### src/rtl/param_fifo.sv
// Parametrised synchronous FIFO with occupancy count, programmable almost flags,
// sticky overflow/underflow errors and optional show-ahead output.
module param_fifo #(
   parameter int WIDTH     = 8,
   parameter int DEPTH     = 8,
   parameter int AF_LEVEL  = 6,
   parameter int AE_LEVEL  = 2,
   parameter int SHOWAHEAD = 0
) (
   input  logic                         ck,
   input  logic                         reset,
   input  logic                         flush,
   input  logic                         insert,
   input  logic                         remove,
   input  logic                         err_clear,
   input  logic [WIDTH-1:0]             data_in,
   output logic [WIDTH-1:0]             data_out,
   output logic                         full,
   output logic                         empty,
   output logic                         almost_full,
   output logic                         almost_empty,
   output logic [$clog2(DEPTH+1)-1:0]   count,
   output logic                         overflow,
   output logic                         underflow
);

   localparam int AW = $clog2(DEPTH);
   localparam int CW = $clog2(DEPTH+1);

   logic [AW-1:0]    wr_ptr_q, wr_ptr_d;
   logic [AW-1:0]    rd_ptr_q, rd_ptr_d;
   logic [CW-1:0]    count_q, count_d;
   logic             ovf_q, ovf_d;
   logic             unf_q, unf_d;
   logic [WIDTH-1:0] mem_q [DEPTH];
   logic             is_full, is_empty, wr_ok, rd_ok;

   always_comb begin
      is_full  = (count_q == CW'(DEPTH));
      is_empty = (count_q == '0);
      // A remove in the same cycle frees the slot, so a write at full is legal then.
      wr_ok    = insert & ~flush & (~is_full | remove);
      rd_ok    = remove & ~flush & ~is_empty;

      wr_ptr_d = wr_ptr_q;
      rd_ptr_d = rd_ptr_q;
      count_d  = count_q;
      if (flush) begin
         wr_ptr_d = '0;
         rd_ptr_d = '0;
         count_d  = '0;
      end else begin
         if (wr_ok) wr_ptr_d = wr_ptr_q + AW'(1);
         if (rd_ok) rd_ptr_d = rd_ptr_q + AW'(1);
         case ({wr_ok, rd_ok})
            2'b10:   count_d = count_q + CW'(1);
            2'b01:   count_d = count_q - CW'(1);
            default: count_d = count_q;
         endcase
      end

      ovf_d = (ovf_q & ~err_clear) | (insert & ~flush & is_full & ~remove);
      unf_d = (unf_q & ~err_clear) | (remove & ~flush & is_empty);
   end

   always_ff @(posedge ck or negedge reset) begin
      if (!reset) begin
         wr_ptr_q <= '0;
         rd_ptr_q <= '0;
         count_q  <= '0;
         ovf_q    <= 1'b0;
         unf_q    <= 1'b0;
      end else begin
         wr_ptr_q <= wr_ptr_d;
         rd_ptr_q <= rd_ptr_d;
         count_q  <= count_d;
         ovf_q    <= ovf_d;
         unf_q    <= unf_d;
      end
   end

   always_ff @(posedge ck) begin
      if (wr_ok) mem_q[wr_ptr_q] <= data_in;
   end

   generate
      if (SHOWAHEAD == 0) begin : g_registered
         logic [WIDTH-1:0] dout_q, dout_d;

         always_comb begin
            dout_d = dout_q;
            if (flush)      dout_d = '0;
            else if (rd_ok) dout_d = mem_q[rd_ptr_q];
         end

         always_ff @(posedge ck or negedge reset) begin
            if (!reset) dout_q <= '0;
            else        dout_q <= dout_d;
         end

         assign data_out = dout_q;
      end else begin : g_showahead
         assign data_out = is_empty ? '0 : mem_q[rd_ptr_q];
      end
   endgenerate

   assign full         = is_full;
   assign empty        = is_empty;
   assign almost_full  = (count_q >= CW'(AF_LEVEL));
   assign almost_empty = (count_q <= CW'(AE_LEVEL));
   assign count        = count_q;
   assign overflow     = ovf_q;
   assign underflow    = unf_q;

endmodule
### config.mk
export PLATFORM = sky130hd
export DESIGN_NAME = param_fifo
export DESIGN_NICKNAME = d
export VERILOG_FILES = /design/src/rtl/param_fifo.sv
export SDC_FILE = /design/constraint.sdc
export NUM_CORES = 1
export LEC_CHECK = 0
export ABC_AREA = 1
export BUFFER_PORTS_ARGS = -buffer_cell sky130_fd_sc_hd__buf_4
export CAP_MARGIN = 10
export CORE_ASPECT_RATIO = 0.6
export CORE_MARGIN = 5
export CORE_UTILIZATION = 45
export CTS_CLUSTER_DIAMETER = 200
export DETAILED_ROUTE_END_ITERATION = 8
export PLACE_DENSITY = 0.68
export SLEW_MARGIN = 10
export SYNTH_ARGS = -nofsm -noshare
export SYNTH_HDL_FRONTEND = slang
export SYNTH_SLANG_ARGS = --single-unit
export TNS_END_PERCENT = 20
### constraint.sdc
create_clock -name ck -period 2.45 [get_ports ck]
set_input_delay 0.735 -clock ck [delete_from_list [all_inputs] [get_ports ck]]
set_output_delay 0.735 -clock ck [all_outputs]
set_load 0.01 [all_outputs]
==> impl_metrics.ini <==
[final_layout]
multi_input_area_sq_mm = 0.00100
most-common-layout-cells = edfxtp_1, buf_4, nor2_1
design_area_sq_mm = 0.00435
antenna_cells = 0
final_common_cell = edfxtp_1
areaGrowthSynthToFinish_pct = 21.5
fill_cells = 664
drive_gt1_frac = 0.251
layout.nets = 363
regArea_sq_mm = 0.00242

[floorplanning]
die_height_um = 79.1
die_width_um = 125
pin_count = 32
core-area_sq_mm = 0.00782
dieArea_sq_mm = 0.00991
start_util = 0.458
num_rows = 25

[drt]
route.detailed.drc = 0
avgRoutedWirePerCell_um = 18.1
postRouteAntennaNets = 0
drt_iter0_markers = 195
routed_wl_mm = 8.28
vias = 2475
via_per_inst = 5.40
dr.pass1.iters = 4

[sta]
worst_pin_slew_ps = 561
max_freq_mhz = 469
post-route-period-util = 0.870
setup_viol = 0
report.final.slew_viol_count = 0
max_slew_margin = 0.626
setup-tns-final_ps = 0
period_needed_ps = 2130
final-hold-violation-count = 0
grt_setup_unrepaired = no
fin_skew_ps = 5.56

[synthesis]
synthesis.area_per_instance_sq_um = 11.9
seq_area_frac_synth = 0.676
yosysTopAreaCell = edfxtp_1
syn-num-nets = 318
syn_area_sq_mm = 0.00358
synth.ff_latch_count = 84
synth_area_leaders = edfxtp_1, dfrtp_1, o21ai_0
synth_cell_types = 32
synth_top_area_frac = 0.536
ys.warnings.count = 0
synthCells = 300

[grt]
grt_use_met2 = 0.272
grt_max_degree = 36
grt_pass1_vias = 2457
met1_usage = 0.246
grt_overflow = 0
grt_usage = 0.181
busiest_layer = met2
grt_antenna_before_repair = 0
grt_util_met3 = 0.0571
grt_pass1_wl_mm = 13.3

[placement]
placed_cell_area_sq_mm = 0.00400
routabilityCongestion = 0.889
io_buffer_count = 31
hpwl_mm = 5.42

[worst_setup_path]
worstPathMaxFanout = 6
cp-start-kind = flip-flop
crit_required_ps = 1710
endpoint_kind = output pin
path_class = flip-flop to output pin
rrSetupSlack_ps = 460
cp.arrival_ps = 1400

[clocking]
holdBufCountCts = 0
worstSkewPairLatency_ps = 340
cts_resized = 0
cts-buffers-inserted = 9
htreeDepth = 3
post_cts_buffers = 0
clkSinkCount = 84
ctsRootBufferMaster = clkbuf_16
clock_path_buffers = 2
cts_tree = done
path_clk_slew_ps = 60

[pwr]
power.total_uw = 4580
leakage_uw = 0.00172
p_per_area_mw_per_mm2 = 1050
ir_worst_vdd_mv = 0.479

[run]
cap_viol_max_count = 0

[outcome]
status = finished clean

[worst_hold_path]
hold_class = primary input to async pin
==> cell type report <==
type                       count  share of cell area
clock buffer                   9              0.0517
sequential                    84               0.556
inverter                      28              0.0241
tap                          108              0.0310
clock inverter                 7              0.0287
timing repair buffer          45              0.0776
multi-input combinational    177               0.230
==> through the flow <==
step            util  worst slack (ps)  hold WS [ps]  std cells
3_3_place_gp   0.512               351           467        442
2_1_floorplan      -               480           439        300
3_5_place_dp   0.512               291           470        442
6_report       0.557               318           275        458
5_1_grt        0.557               258           286        458
4_1_cts        0.557               330           274        458
==> worst paths after layout <==
path / start / end / cells past startpoint
setup / recovery: count[1] / almost_empty / 4
hold / removal: reset / rd_ptr_q[1] / 1
setup reg to reg: count[2] / count[3] / 12
hold reg to reg: data_out[1] / data_out[1] / 2
max in group asynchronous: reset / data_out[2] / 1
min in group ck: data_out[1] / data_out[1] / 2
==> registers in the layout, summed over array words and instances, names as in the netlist <==
| signal | flops |
|---|---|
| underflow | 1 |
| data_out | 8 |
| mem_q | 64 |
| rd_ptr_q | 3 |
| count | 4 |
| overflow | 1 |
| wr_ptr_q | 3 |
==> cell families (layout without fill, tap and decap cells) <==
kind of cell / after synthesis / in the layout / share of synthesized area
buf+inv: 39 / 89 / 0.0443
xor+xnor: 2 / 2 / 0.00489
flops: 84 / 84 / 0.676
compound gates: 64 / 64 / 0.118
simple gates: 107 / 107 / 0.142
fa+ha+maj: 4 / 4 / 0.0140
==> cell usage after synthesis, drive strengths merged <==
library cell	instances
o221ai	15
o211ai	1
ha	4
o32ai	1
nand2	43
o21ai	41
xnor2	2
nand4	2
nand3	14
nor4	1
or2	1
dfrtp	20
clkbuf	7
buf	4
inv	27
nor2	46
edfxtp	64
clkinv	1
a21oi	2
o22ai	4
==> critical path, stage by stage (launching register included) <==
cell,delay (ps)
dfrtp_1,530
inv_1,160
o21ai_0,180
inv_1,50
buf_4,140
==> power by group <==
part / total (uW) / leakage (uW) / internal, uW / switching [uW]
Clock: 1560 / 0.000170 / 1000 / 559
Combinational: 1230 / 0.000701 / 465 / 769
Sequential: 1790 / 0.000847 / 1660 / 125
==> per-layer routing <==
layer / vias up / routed length (um)
met4: 0 / 136
li1: 1158 / -
met1: 1225 / 3890
met2: 79 / 3720
met3: 13 / 528
met5: - / 0
Power figures use the tool's default switching activity.
